**src/rtl/hall_event_filter.sv**
```systemverilog
// Hall-sensor front end: synchronise, debounce and edge-detect magnet passes,
// then report an event pulse, a saturating event count, the interval in ms
// between consecutive events and a stall flag. The event output is named
// event_pulse because "event" is a reserved word in SystemVerilog.
module hall_event_filter #(
    parameter int CLK_PER_US  = 50,
    parameter int DEBOUNCE_US = 2000,
    parameter int STALL_MS    = 1000,
    parameter int ACTIVE_LOW  = 1,
    parameter int CNT_W       = 8,
    parameter int PERIOD_W    = 16
) (
    input  logic                clk,
    input  logic                rst,
    input  logic                hall,
    input  logic                enable,
    input  logic                clear,
    output logic                present,
    output logic                event_pulse,
    output logic [CNT_W-1:0]    count,
    output logic [PERIOD_W-1:0] period_ms,
    output logic                period_valid,
    output logic                stall
);

    localparam int US_W = (CLK_PER_US > 1) ? $clog2(CLK_PER_US) : 1;
    localparam int DB_W = $clog2(DEBOUNCE_US + 1);

    typedef enum logic [1:0] {
        ABSENT  = 2'd0,
        ARMING  = 2'd1,
        PRESENT = 2'd2,
        RELEASE = 2'd3
    } state_t;

    logic [1:0]          sync_reg;
    logic [US_W-1:0]     us_cnt_reg;
    logic [9:0]          ms_cnt_reg;
    state_t              state_reg;
    logic [DB_W-1:0]     db_reg;
    logic [PERIOD_W-1:0] elapsed_reg;
    logic                have_prior_reg;

    logic mag;
    logic us_tick;
    logic ms_tick;
    logic db_done;
    logic fire;

    assign mag     = (ACTIVE_LOW != 0) ? ~sync_reg[1] : sync_reg[1];
    assign us_tick = (us_cnt_reg == US_W'(CLK_PER_US - 1));
    assign ms_tick = us_tick && (ms_cnt_reg == 10'd999);
    assign db_done = us_tick && (db_reg == DB_W'(DEBOUNCE_US - 1));
    // Accepted arrival: the debounce window closes while still in ARMING.
    assign fire    = (state_reg == ARMING) && mag && db_done && enable;

    // Two-flop synchroniser for the asynchronous hall pin.
    always_ff @(posedge clk) begin
        if (!rst) begin
            sync_reg <= 2'b00;
        end else begin
            sync_reg <= {sync_reg[0], hall};
        end
    end

    // Free-running microsecond and millisecond timebase.
    always_ff @(posedge clk) begin
        if (!rst) begin
            us_cnt_reg <= '0;
            ms_cnt_reg <= '0;
        end else begin
            us_cnt_reg <= us_tick ? '0 : us_cnt_reg + US_W'(1);
            if (ms_tick) begin
                ms_cnt_reg <= '0;
            end else if (us_tick) begin
                ms_cnt_reg <= ms_cnt_reg + 10'd1;
            end
        end
    end

    // Debounce FSM; db counts microsecond ticks and restarts on every state change.
    always_ff @(posedge clk) begin
        if (!rst) begin
            state_reg <= ABSENT;
            db_reg    <= '0;
            present   <= 1'b0;
        end else begin
            case (state_reg)
                ABSENT: begin
                    if (mag) begin
                        state_reg <= ARMING;
                        db_reg    <= '0;
                    end
                end
                ARMING: begin
                    if (!mag) begin
                        state_reg <= ABSENT;
                        db_reg    <= '0;
                    end else if (db_done) begin
                        state_reg <= PRESENT;
                        db_reg    <= '0;
                        present   <= 1'b1;
                    end else if (us_tick) begin
                        db_reg <= db_reg + DB_W'(1);
                    end
                end
                PRESENT: begin
                    if (!mag) begin
                        state_reg <= RELEASE;
                        db_reg    <= '0;
                    end
                end
                RELEASE: begin
                    if (mag) begin
                        state_reg <= PRESENT;
                        db_reg    <= '0;
                    end else if (db_done) begin
                        state_reg <= ABSENT;
                        db_reg    <= '0;
                        present   <= 1'b0;
                    end else if (us_tick) begin
                        db_reg <= db_reg + DB_W'(1);
                    end
                end
                default: begin
                    state_reg <= ABSENT;
                    db_reg    <= '0;
                    present   <= 1'b0;
                end
            endcase
        end
    end

    // Event pulse, saturating count and the record of a prior event.
    always_ff @(posedge clk) begin
        if (!rst) begin
            event_pulse    <= 1'b0;
            count          <= '0;
            have_prior_reg <= 1'b0;
        end else begin
            event_pulse <= fire;
            if (clear) begin
                // A coincident event becomes the first event after the clear.
                count          <= fire ? CNT_W'(1) : '0;
                have_prior_reg <= fire;
            end else if (fire) begin
                have_prior_reg <= 1'b1;
                if (count != '1) begin
                    count <= count + CNT_W'(1);
                end
            end
        end
    end

    // Interval capture: elapsed ms since the last event, latched into period_ms.
    always_ff @(posedge clk) begin
        if (!rst) begin
            elapsed_reg  <= '0;
            period_ms    <= '0;
            period_valid <= 1'b0;
        end else begin
            if (!enable || clear || fire) begin
                elapsed_reg <= '0;
            end else if (ms_tick && (elapsed_reg != '1)) begin
                elapsed_reg <= elapsed_reg + PERIOD_W'(1);
            end
            if (clear) begin
                period_ms    <= '0;
                period_valid <= 1'b0;
            end else if (fire && have_prior_reg) begin
                period_ms    <= elapsed_reg;
                period_valid <= 1'b1;
            end
        end
    end

    // Stall flag: too long without an event while enabled.
    always_ff @(posedge clk) begin
        if (!rst) begin
            stall <= 1'b0;
        end else if (!enable || clear || fire) begin
            stall <= 1'b0;
        end else if (elapsed_reg >= PERIOD_W'(STALL_MS)) begin
            stall <= 1'b1;
        end
    end

endmodule

```
**config.mk**
```make
export PLATFORM = sky130hd
export DESIGN_NAME = hall_event_filter
export DESIGN_NICKNAME = d
export VERILOG_FILES = /design/src/rtl/hall_event_filter.sv
export SDC_FILE = /design/constraint.sdc
export NUM_CORES = 1
export LEC_CHECK = 0
export ABC_AREA = 0
export CAP_MARGIN = 20
export CORE_MARGIN = 1.5
export CORE_UTILIZATION = 45
export DETAILED_ROUTE_END_ITERATION = 12
export GPL_TIMING_DRIVEN = 0
export PLACE_DENSITY = 0.68
export SLEW_MARGIN = 25
export SYNTH_ARGS = -nofsm -noshare
export SYNTH_HDL_FRONTEND = slang
export SYNTH_SLANG_ARGS = --single-unit
```
**constraint.sdc**
```tcl
create_clock -name clk -period 1.9 [get_ports clk]
set_input_delay 0.38 -clock clk [delete_from_list [all_inputs] [get_ports clk]]
set_output_delay 0.38 -clock clk [all_outputs]
set_load 0.01 [all_outputs]
```
==> flow_summary.json, run 1 <==
{
  "status": "finished clean",
  "finalSetupViolations": 0,
  "hold_class": "reg2reg",
  "relSlewSlack_pct": 57.23,
  "num_vias": 3066,
  "worst_r2r_path_depth": 7,
  "gp_congestion": 0.7970,
  "clk_latency_ns": 0.35,
  "worstPathCellList": "nor3b_2 > nor4b_4 > buf_4 > buf_4 > a21o_4 > or4_1 > o21ai_1",
  "yosys.area.top_type_share_pct": 44.51,
  "hold_violations": 0,
  "fin_cells": 562,
  "path_clk_slew_ns": 0.08,
  "htreeDepth": 3,
  "multiInputGateArea_um2": 2051,
  "io_buffer_count": 32,
  "rows": 31,
  "antenna_found_initial": 0,
  "syn_to_final_growth_pct": 30.78,
  "die_x_um": 90.16,
  "start_util_pct": 46.88,
  "endpoint_kind": "flip-flop",
  "cap_viol_max_count": 0,
  "ys.flop_type": "dfxtp_1",
  "gr-total-overflow": 0,
  "synth.most_common_cell": "dfxtp_1",
  "route.detailed.drc": 0,
  "p_leak_nw": 1.505,
  "synth-seq-cells": 76,
  "place_hpwl_mm": 5.328,
  "final_net_count": 470,
  "grt_max_degree": 14,
  "final_layout_size_suffix_gt1_share_pct": 20.30,
  "min_period_over_period_pct": 97.70,
  "cp_common_cell": "buf_4",
  "worst_pin_slew_ns": 0.6349,
  "routedWlPerCell_um": 14.11,
  "max-vdd-ir-drop_v": 0.0005414,
  "regArea_um2": 1544,
  "syn_area_um2": 3418,
  "clockBufferDepth": 2,
  "synth_fp_nets": 405,
  "post_drt_via_cell_ratio": 5.456,
  "die_y_um": 90.16,
  "synthTopCellsByCount": "dfxtp_1, nand2_1, nor2_1, a21oi_1, xor2_1",
  "slowest_stage": "or4_1",
  "cts_sinks": 76,
  "ys_types": 46,
  "critical-path-max-stage-delay_ns": 0.49,
  "cts-root-buf": "clkbuf_8",
  "cts_tree": "yes",
  "num-fill-cells": 687,
  "place_worst_setup_slack_ns": -0.4460,
  "synth_edf_count": 0,
  "syn_avg_cell_area_um2": 8.698,
  "skew_ns": 0.008458,
  "grt_pass1_vias": 2842,
  "syn_inst": 393,
  "cpLargestDelayFamily": "simple AND/OR/NAND/NOR gates",
  "reg2reg_from": "state_reg[0]$_SDFFE_PN0P_",
  "cp.arrival_ns": 2.14,
  "place_area_um2": 3901,
  "holdWs_ns": 0.4373,
  "wl_mm": 7.929,
  "synthTopCellsByArea": "dfxtp_1, nand2_1, nor2_1",
  "fin_area_um2": 4471,
  "ant_nets": 0,
  "drv_slew": 0,
  "finalPower_mw": 2.842,
  "period_minus_slack_ns": 1.856,
  "path_depth": 7,
  "core_area_um2": 7292,
  "drt_first_pass_iters": 4,
  "crit_path_start": "state_reg[0]$_SDFFE_PN0P_",
  "die-area_um2": 8128,
  "cp.required_ns": 2.19,
  "reg2reg_setup_slack_ns": 0.04,
  "grtUsageTotal_pct": 19.76,
  "yosysSeqAreaShare_pct": 44.51,
  "rsz0062_at_grt": "yes",
  "antenna_cells": 0,
  "io_pins": 33,
  "synth_top_area_cell": "dfxtp_1",
  "synth-async-reset-ratio_pct": 0,
  "fmax_mhz": 538.7,
  "powerDensity_nw_per_um2": 635.8,
  "grt_pass1_wl_mm": 13.25,
  "ys.warnings.count": 0,
  "r2r-end": "elapsed_reg[14]$_SDFFE_PP0P_",
  "worst-setup-path-type": "reg2reg",
  "crit_end": "elapsed_reg[14]$_SDFFE_PP0P_",
  "path_buf_inv": 2,
  "numCtsBuffers": 9,
  "drt_iter0_markers": 130,
  "start_kind": "flip-flop",
  "cp_max_fo": 8,
  "postCtsHoldBufs": 0,
  "worst_slack_ns": 0.04368,
  "holdPathStages": 1,
  "dp.cells": 524
}
## layout by cell type (no fill, tap or decap), drive strengths merged, types with 2 or more instances in the layout
cell and n:
dfxtp 76, and4 8, clkdlybuf4s50 31, nand4bb 2, ha 7, clkinvlp 2
or4 7, mux2i 3, nor4 4, a31oi 2, inv 7, and3 9
nor2 48, nor2b 2, nand4b 2, nor4b 2, nand2b 6, or3 5
and2 9, clkbuf 15, a21oi 30, o21ai 13, nor3 4, xor2 19
o211ai 7, xnor2 11, nand4 9, o31ai 2, o2111ai 7, clkinv 3
nand2 58, buf 26, nand3 17
## cell families after synthesis
kind of cell / after synthesis / share of synthesized area [%]
AND/OR/NAND/NOR: 195 / 30.53
adder cells (fa/ha/maj): 7 / 2.562
buffers and inverters: 15 / 1.757
XOR/XNOR: 30 / 7.687
flip-flops: 76 / 44.51
multiplexers: 3 / 0.8785
AO/OA/AOI/OAI: 67 / 12.08
## report_power, final
part	switching, mW	total (mW)	internal (mW)
logic	0.0640	0.109	0.0445
clock network	0.612	1.12	0.507
registers	0.0130	1.61	1.60
total	0.689	2.84	2.15
## cell type report
cell class	instances	area share [%]
Timing Repair Buffer	56	11.42
Clock buffer	10	3.079
Clock inverter	6	0.8676
Buffer	7	0.9516
Multi-Input combinational cell	302	45.87
Inverter	6	0.5038
Sequential cell	76	34.54
Tap cell	99	2.771
## per-layer routing
layer	track usage, %	share of wire, %
met3	5.330	4.1
met5	0	0
met4	5.820	0.96
met2	33.59	49
met1	24.39	46
## worst reg2reg max path: stages (launching register included)
cell,delay (ns)
dfxtp_2,0.36
nor3b_2,0.17
nor4b_4,0.13
buf_4,0.17
buf_4,0.15
a21o_4,0.25
or4_1,0.50
o21ai_1,0.08
## through the flow
stage	setup TNS, ns	util [%]
4_1_cts	0	58.79
2_1_floorplan	-0.03284	-
6_report	0	61.31
3_5_place_dp	-14.52	53.50
3_3_place_gp	-12.16	53.50
5_1_grt	-0.1783	61.31
## worst min-delay path by stage
stage / startpoint / endpoint
2_1_floorplan: sync_reg[0]$_SDFF_PN0_ / sync_reg[1]$_SDFF_PN0_
6_report: sync_reg[0]$_SDFF_PN0_ / sync_reg[1]$_SDFF_PN0_
5_1_grt: sync_reg[0]$_SDFF_PN0_ / sync_reg[1]$_SDFF_PN0_
3_3_place_gp: sync_reg[0]$_SDFF_PN0_ / sync_reg[1]$_SDFF_PN0_
4_1_cts: sync_reg[0]$_SDFF_PN0_ / sync_reg[1]$_SDFF_PN0_
3_5_place_dp: sync_reg[0]$_SDFF_PN0_ / sync_reg[1]$_SDFF_PN0_
## repair_timing
action | in CTS | in global routing
endpoints found under the hold margin | 0 | 0
setup buffers | 18 | 6
setup endpoints to repair | 60 | 54
pin swaps | 11 | 16
resized for setup | 22 | 41
(Power assumes the default switching activity.)
==> run 2, diff against run 1 <==
--- a/config.mk
+++ b/config.mk
@@ -8,10 +8,11 @@
 export ABC_AREA = 0
 export CAP_MARGIN = 20
 export CORE_MARGIN = 1.5
-export CORE_UTILIZATION = 45
+export CORE_UTILIZATION = 51
 export DETAILED_ROUTE_END_ITERATION = 12
 export GPL_TIMING_DRIVEN = 0
-export PLACE_DENSITY = 0.68
+export PLACE_DENSITY = 0.75
+export REMOVE_ABC_BUFFERS = 1
 export SLEW_MARGIN = 25
 export SYNTH_ARGS = -nofsm -noshare
 export SYNTH_HDL_FRONTEND = slang
==> flow_summary.json, run 2 (same netlist as run 1, synthesis figures left out) <==
{
  "status": "finished with violations",
  "failed_checks": "DRC, setup timing",
  "start_kind": "flip-flop",
  "ant_nets": 0,
  "worst_slack_ns": -0.01703,
  "powerDensity_nw_per_um2": 728.4,
  "worstPathCellList": "inv_2 > ha_4 > nand4b_4 > nor4_4 > buf_4 > nand3_4 > or4_4 > a21oi_2",
  "final_common_cell": "dfxtp_1",
  "r2r-end": "count[4]$_SDFFE_PN0P_",
  "post_drt_via_cell_ratio": 5.720,
  "start_util_pct": 53.22,
  "worst-setup-path-type": "reg2reg",
  "min_period_over_period_pct": 100.9,
  "hold_violations": 0,
  "io_buffer_count": 32,
  "rows": 29,
  "cap_viol_max_count": 0,
  "syn_to_final_growth_pct": 30.60,
  "critical-path-max-stage-delay_ns": 0.43,
  "worst_pin_slew_ns": 0.5712,
  "p_clk_share_pct": 47.0,
  "numCtsBuffers": 9,
  "met3_usage_pct": 3.891,
  "grt.met1_usage_pct": 26.75,
  "cts_tree": "yes",
  "p_leak_nw": 1.549,
  "grtUsageTotal_pct": 21.37,
  "num_vias": 3083,
  "final_layout_size_suffix_gt1_share_pct": 18.61,
  "cts-root-buf": "clkbuf_8",
  "reg2reg_setup_slack_ns": -0.02,
  "routedWlPerCell_um": 14.59,
  "power.net_switching_mw": 0.6612,
  "worst_r2r_path_depth": 8,
  "cp.arrival_ns": 2.20,
  "wl_mm": 7.865,
  "holdWs_ns": 0.4512,
  "place_worst_setup_slack_ns": -0.7044,
  "cellInternalPower_mw": 2.591,
  "cts_sinks": 76,
  "gp_congestion": 0.7872,
  "gr-total-overflow": 0,
  "cp.required_ns": 2.18,
  "place_hpwl_mm": 4.575,
  "grt_pass1_vias": 2762,
  "reg2reg_from": "us_cnt_reg[1]$_SDFF_PP0_",
  "fmax_mhz": 521.6,
  "relSlewSlack_pct": 61.52,
  "antenna_found_initial": 0,
  "swShare_pct": 20.33,
  "htreeDepth": 3,
  "grt_pass1_wl_mm": 12.34,
  "busiest_layer": "met2",
  "endpoint_kind": "flip-flop",
  "drt_iter0_markers": 208,
  "drv_slew": 0,
  "hold_start": "sync_reg[0]$_SDFF_PN0_",
  "holdPathStages": 1,
  "max-vdd-ir-drop_v": 0.0005027,
  "final_cell_mix": "dfxtp_1, nand2_1, nor2_1",
  "pwr-share-comb_pct": 3.2,
  "core_area_um2": 6422,
  "period_minus_slack_ns": 1.917,
  "route.detailed.drc": 2,
  "antenna_cells": 0,
  "slowest_stage": "or4_4",
  "clk_latency_ns": 0.35,
  "drt_first_pass_iters": 10,
  "num-fill-cells": 495,
  "skew_ns": 0.006027,
  "io_pins": 33,
  "clockBufferDepth": 2,
  "die_x_um": 84.87,
  "rsz0062_at_grt": "yes",
  "hold_class": "reg2reg",
  "finalSetupTns_ns": -0.01794,
  "finalSetupViolations": 2,
  "whs_endpoint": "sync_reg[1]$_SDFF_PN0_",
  "path_clk_slew_ns": 0.07,
  "p_seq_share_pct": 49.8,
  "final_net_count": 469,
  "die-area_um2": 7203,
  "postLayoutCoreUtil_pct": 69.51,
  "cp_max_fo": 6,
  "met2_usage_pct": 34.47,
  "grt_max_degree": 24,
  "die_y_um": 84.87
}
-- run 2: what timing repair did --
item	CTS	global route
hold buffers	0	0
gates resized for setup	22	29
endpoints found under the setup margin	62	60
pin swaps	5	21
cloned	0	2
buffers inserted	25	4
-- run 2: per-layer routing --
metal  part of all wire, %  vias to the layer above
met3                   4.7                       15
li1                      -                     1542
met4                   2.3                        0
met2                    47                       64
met1                    46                     1462
met5                     0                        -
-- run 2: metrics by stage --
stage	std cells	total power, mW	cell area, µm²
finish	539	3.252	4464
global route	539	3.363	4464
CTS	534	3.275	4309
detailed placement	493	1.736	3797
global placement	493	1.734	3797
floorplan	384	1.698	3381
-- run 2: cell type report --
type / instances / area, µm² / share of cell area [%]
clock buffers: 12 / 155.1 / 3.475
inverters: 6 / 22.52 / 0.5045
well taps: 77 / 96.34 / 2.158
flip-flops and latches: 76 / 1534 / 34.36
multi-input cells: 304 / 2028 / 45.43
repair buffers: 60 / 533.0 / 11.94
clock inverters: 4 / 95.09 / 2.130
-- run 2: worst max-delay path by stage --
stage	slack [ns]	startpoint	endpoint	depth (start not counted)
2_1_floorplan	-0.14	us_cnt_reg[0]$_SDFF_PP0_	count[4]$_SDFFE_PN0P_	6
3_3_place_gp	-0.67	rst	elapsed_reg[14]$_SDFFE_PP0P_	6
3_5_place_dp	-0.70	rst	elapsed_reg[14]$_SDFFE_PP0P_	6
4_1_cts	0.0002	us_cnt_reg[0]$_SDFF_PP0_	count[4]$_SDFFE_PN0P_	7
5_1_grt	-0.1	us_cnt_reg[1]$_SDFF_PP0_	elapsed_reg[12]$_SDFFE_PP0P_	9
6_report	-0.02	us_cnt_reg[1]$_SDFF_PP0_	count[4]$_SDFFE_PN0P_	8
-- run 2: critical path, delay by kind of cell (launching register included) --
kind                     cells  cell delay, ns
AO/OA/AOI/OAI                1            0.12
flip-flops                   1            0.33
AND/OR/NAND/NOR              4            0.98
adder cells (fa/ha/maj)      1            0.14
buffers and inverters        2            0.26
-- run 2: power by group through the flow --
| stage | clock (mW) | combinational, mW | sequential [mW] |
|---|---|---|---|
| final | 1.53 | 0.103 | 1.62 |
| after floorplan | 0 | 0.0440 | 1.65 |
| after global routing | 1.63 | 0.114 | 1.62 |
| after CTS | 1.56 | 0.0917 | 1.62 |
| after detailed placement | 0 | 0.0795 | 1.66 |
| after global placement | 0 | 0.0778 | 1.66 |
==> run 3, diff against run 2 <==
--- a/config.mk
+++ b/config.mk
@@ -10,7 +10,7 @@
 export CORE_MARGIN = 1.5
 export CORE_UTILIZATION = 51
 export DETAILED_ROUTE_END_ITERATION = 12
-export GPL_TIMING_DRIVEN = 0
+export HOLD_SLACK_MARGIN = 0.03
 export PLACE_DENSITY = 0.75
 export REMOVE_ABC_BUFFERS = 1
 export SLEW_MARGIN = 25
==> flow_summary.json, run 3 (same netlist as run 1, synthesis figures left out) <==
{
  "status": "finished with violations",
  "busiest_layer": "met2",
  "place_hpwl_mm": 5.298,
  "path_clk_slew_ns": 0.08,
  "cpLargestDelayFamily": "simple AND/OR/NAND/NOR gates",
  "p_leak_nw": 1.586,
  "htreeDepth": 3,
  "rows": 29,
  "cellInternalPower_mw": 2.309,
  "fmax_mhz": 530.5,
  "io_pins": 33,
  "cp_max_fo": 4,
  "p_seq_share_pct": 53.9,
  "finalSetupTns_ns": 0,
  "swShare_pct": 23.00,
  "grt.met1_usage_pct": 28.18,
  "skew_ns": 0.009798,
  "final_common_cell": "dfxtp_1",
  "path_depth": 7,
  "num_vias": 3120,
  "clockBufferDepth": 2,
  "cts_sinks": 76,
  "met3_usage_pct": 3.210,
  "p_clk_share_pct": 41.7,
  "postCtsHoldBufs": 0,
  "powerDensity_nw_per_um2": 674.9,
  "wl_mm": 7.744,
  "drt_first_pass_iters": 10,
  "grtUsageTotal_pct": 22.06,
  "final_net_count": 483,
  "fin_cells": 553,
  "syn_to_final_growth_pct": 29.98,
  "final_layout_size_suffix_gt1_share_pct": 18.49,
  "cts_tree": "yes",
  "worstPathCellList": "inv_2 > ha_4 > nand4b_4 > nor4_4 > o211ai_1 > or4_1 > o21ai_1",
  "cap_viol_max_count": 0,
  "worst_pin_slew_ns": 0.4700,
  "die_y_um": 84.87,
  "rsz0062_at_grt": "yes",
  "period_minus_slack_ns": 1.885,
  "worst_r2r_path_depth": 7,
  "cp.arrival_ns": 2.18,
  "holdWs_ns": 0.4402,
  "start_kind": "flip-flop",
  "drt_iter0_markers": 142,
  "path_buf_inv": 1,
  "clk_latency_ns": 0.35,
  "antenna_found_initial": 0,
  "ant_nets": 0,
  "dp.cells": 528,
  "route.detailed.drc": 2,
  "antenna_cells": 0,
  "hold_violations": 0,
  "die_x_um": 84.87,
  "min_period_over_period_pct": 99.22,
  "die-area_um2": 7203,
  "pwr-share-comb_pct": 4.4,
  "slowest_stage": "or4_1",
  "place_worst_setup_slack_ns": -0.1310,
  "finalSetupViolations": 0,
  "holdPathStages": 1,
  "met2_usage_pct": 37.16,
  "failed_checks": "DRC",
  "io_buffer_count": 32,
  "grt_max_degree": 23,
  "cts-root-buf": "clkbuf_8",
  "cp.required_ns": 2.19,
  "numCtsBuffers": 9,
  "hold_class": "reg2reg",
  "worst_slack_ns": 0.01490,
  "grt_pass1_wl_mm": 12.70,
  "post_drt_via_cell_ratio": 5.642,
  "postLayoutCoreUtil_pct": 69.18,
  "worst-setup-path-type": "reg2reg",
  "relSlewSlack_pct": 68.63,
  "gp_congestion": 0.8593,
  "drv_slew": 0,
  "finalPower_mw": 2.998,
  "endpoint_kind": "flip-flop",
  "start_util_pct": 53.22,
  "place_area_um2": 4073,
  "fin_area_um2": 4443,
  "num-fill-cells": 520,
  "final_cell_mix": "dfxtp_1, nand2_1, nor2_1",
  "critical-path-max-stage-delay_ns": 0.49,
  "core_area_um2": 6422,
  "gr-total-overflow": 0,
  "power.net_switching_mw": 0.6898,
  "max-vdd-ir-drop_v": 0.0004697,
  "grt_pass1_vias": 2845,
  "routedWlPerCell_um": 14.00
}
run 3: cell types whose count changed in the layout (fill, tap and decap cells not counted), moves of 3 or more:
cell / delta
or4_4: -3
buf_4: +15
or4_1: +3
and3_4: -3
nand2b_1: +3
run 3: worst reg2reg max path, cell delays in order (launching register included):
cell and delay, ns:
dfxtp_2 0.33, inv_2 0.06, ha_4 0.14, nand4b_4 0.16
nor4_4 0.37, o211ai_1 0.20, or4_1 0.49, o21ai_1 0.08
run 3: path summary, 6_finish.rpt:
kind / startpoint / to / slack, ns
worst min register to register: sync_reg[0]$_SDFF_PN0_ / sync_reg[1]$_SDFF_PN0_ / 0.44
worst max-delay path: us_cnt_reg[1]$_SDFF_PP0_ / elapsed_reg[14]$_SDFFE_PP0P_ / 0.01
worst min-delay path: sync_reg[0]$_SDFF_PN0_ / sync_reg[1]$_SDFF_PN0_ / 0.44
worst max register to register: us_cnt_reg[1]$_SDFF_PP0_ / elapsed_reg[14]$_SDFFE_PP0P_ / 0.01
run 3: layout make-up:
cell class / instances / area [µm²] / area share, %
Multi-Input combinational cell: 302 / 1924 / 43.31
Sequential cell: 76 / 1528 / 34.38
Timing Repair Buffer: 76 / 670.6 / 15.09
Clock buffer: 10 / 137.6 / 3.098
Tap cell: 77 / 96.34 / 2.168
Clock inverter: 6 / 63.81 / 1.436
Inverter: 6 / 22.52 / 0.5069
run 3: repair_timing:
item | CTS | global route
setup buffers | 2 | 6
gates resized for setup | 4 | 22
setup endpoints to repair | 23 | 44
endpoints found under the hold margin | 0 | 0
pin swaps | 5 | 16
cloned | 0 | 1
run 3: routing by layer:
metal / vias up / share of wire (%)
li1: 1559 / -
met1: 1471 / 46
met2: 78 / 49
met3: 12 / 3.5
met4: 0 / 1.9
met5: - / 0
run 3: power groups by stage:
stage	logic [mW]	clock network, mW	registers [mW]
3_3_place_gp	0.110	0	1.65
3_5_place_dp	0.113	0	1.65
4_1_cts	0.113	1.27	1.61
5_1_grt	0.143	1.34	1.62
6_report	0.131	1.25	1.62
2_1_floorplan	0.0440	0	1.65
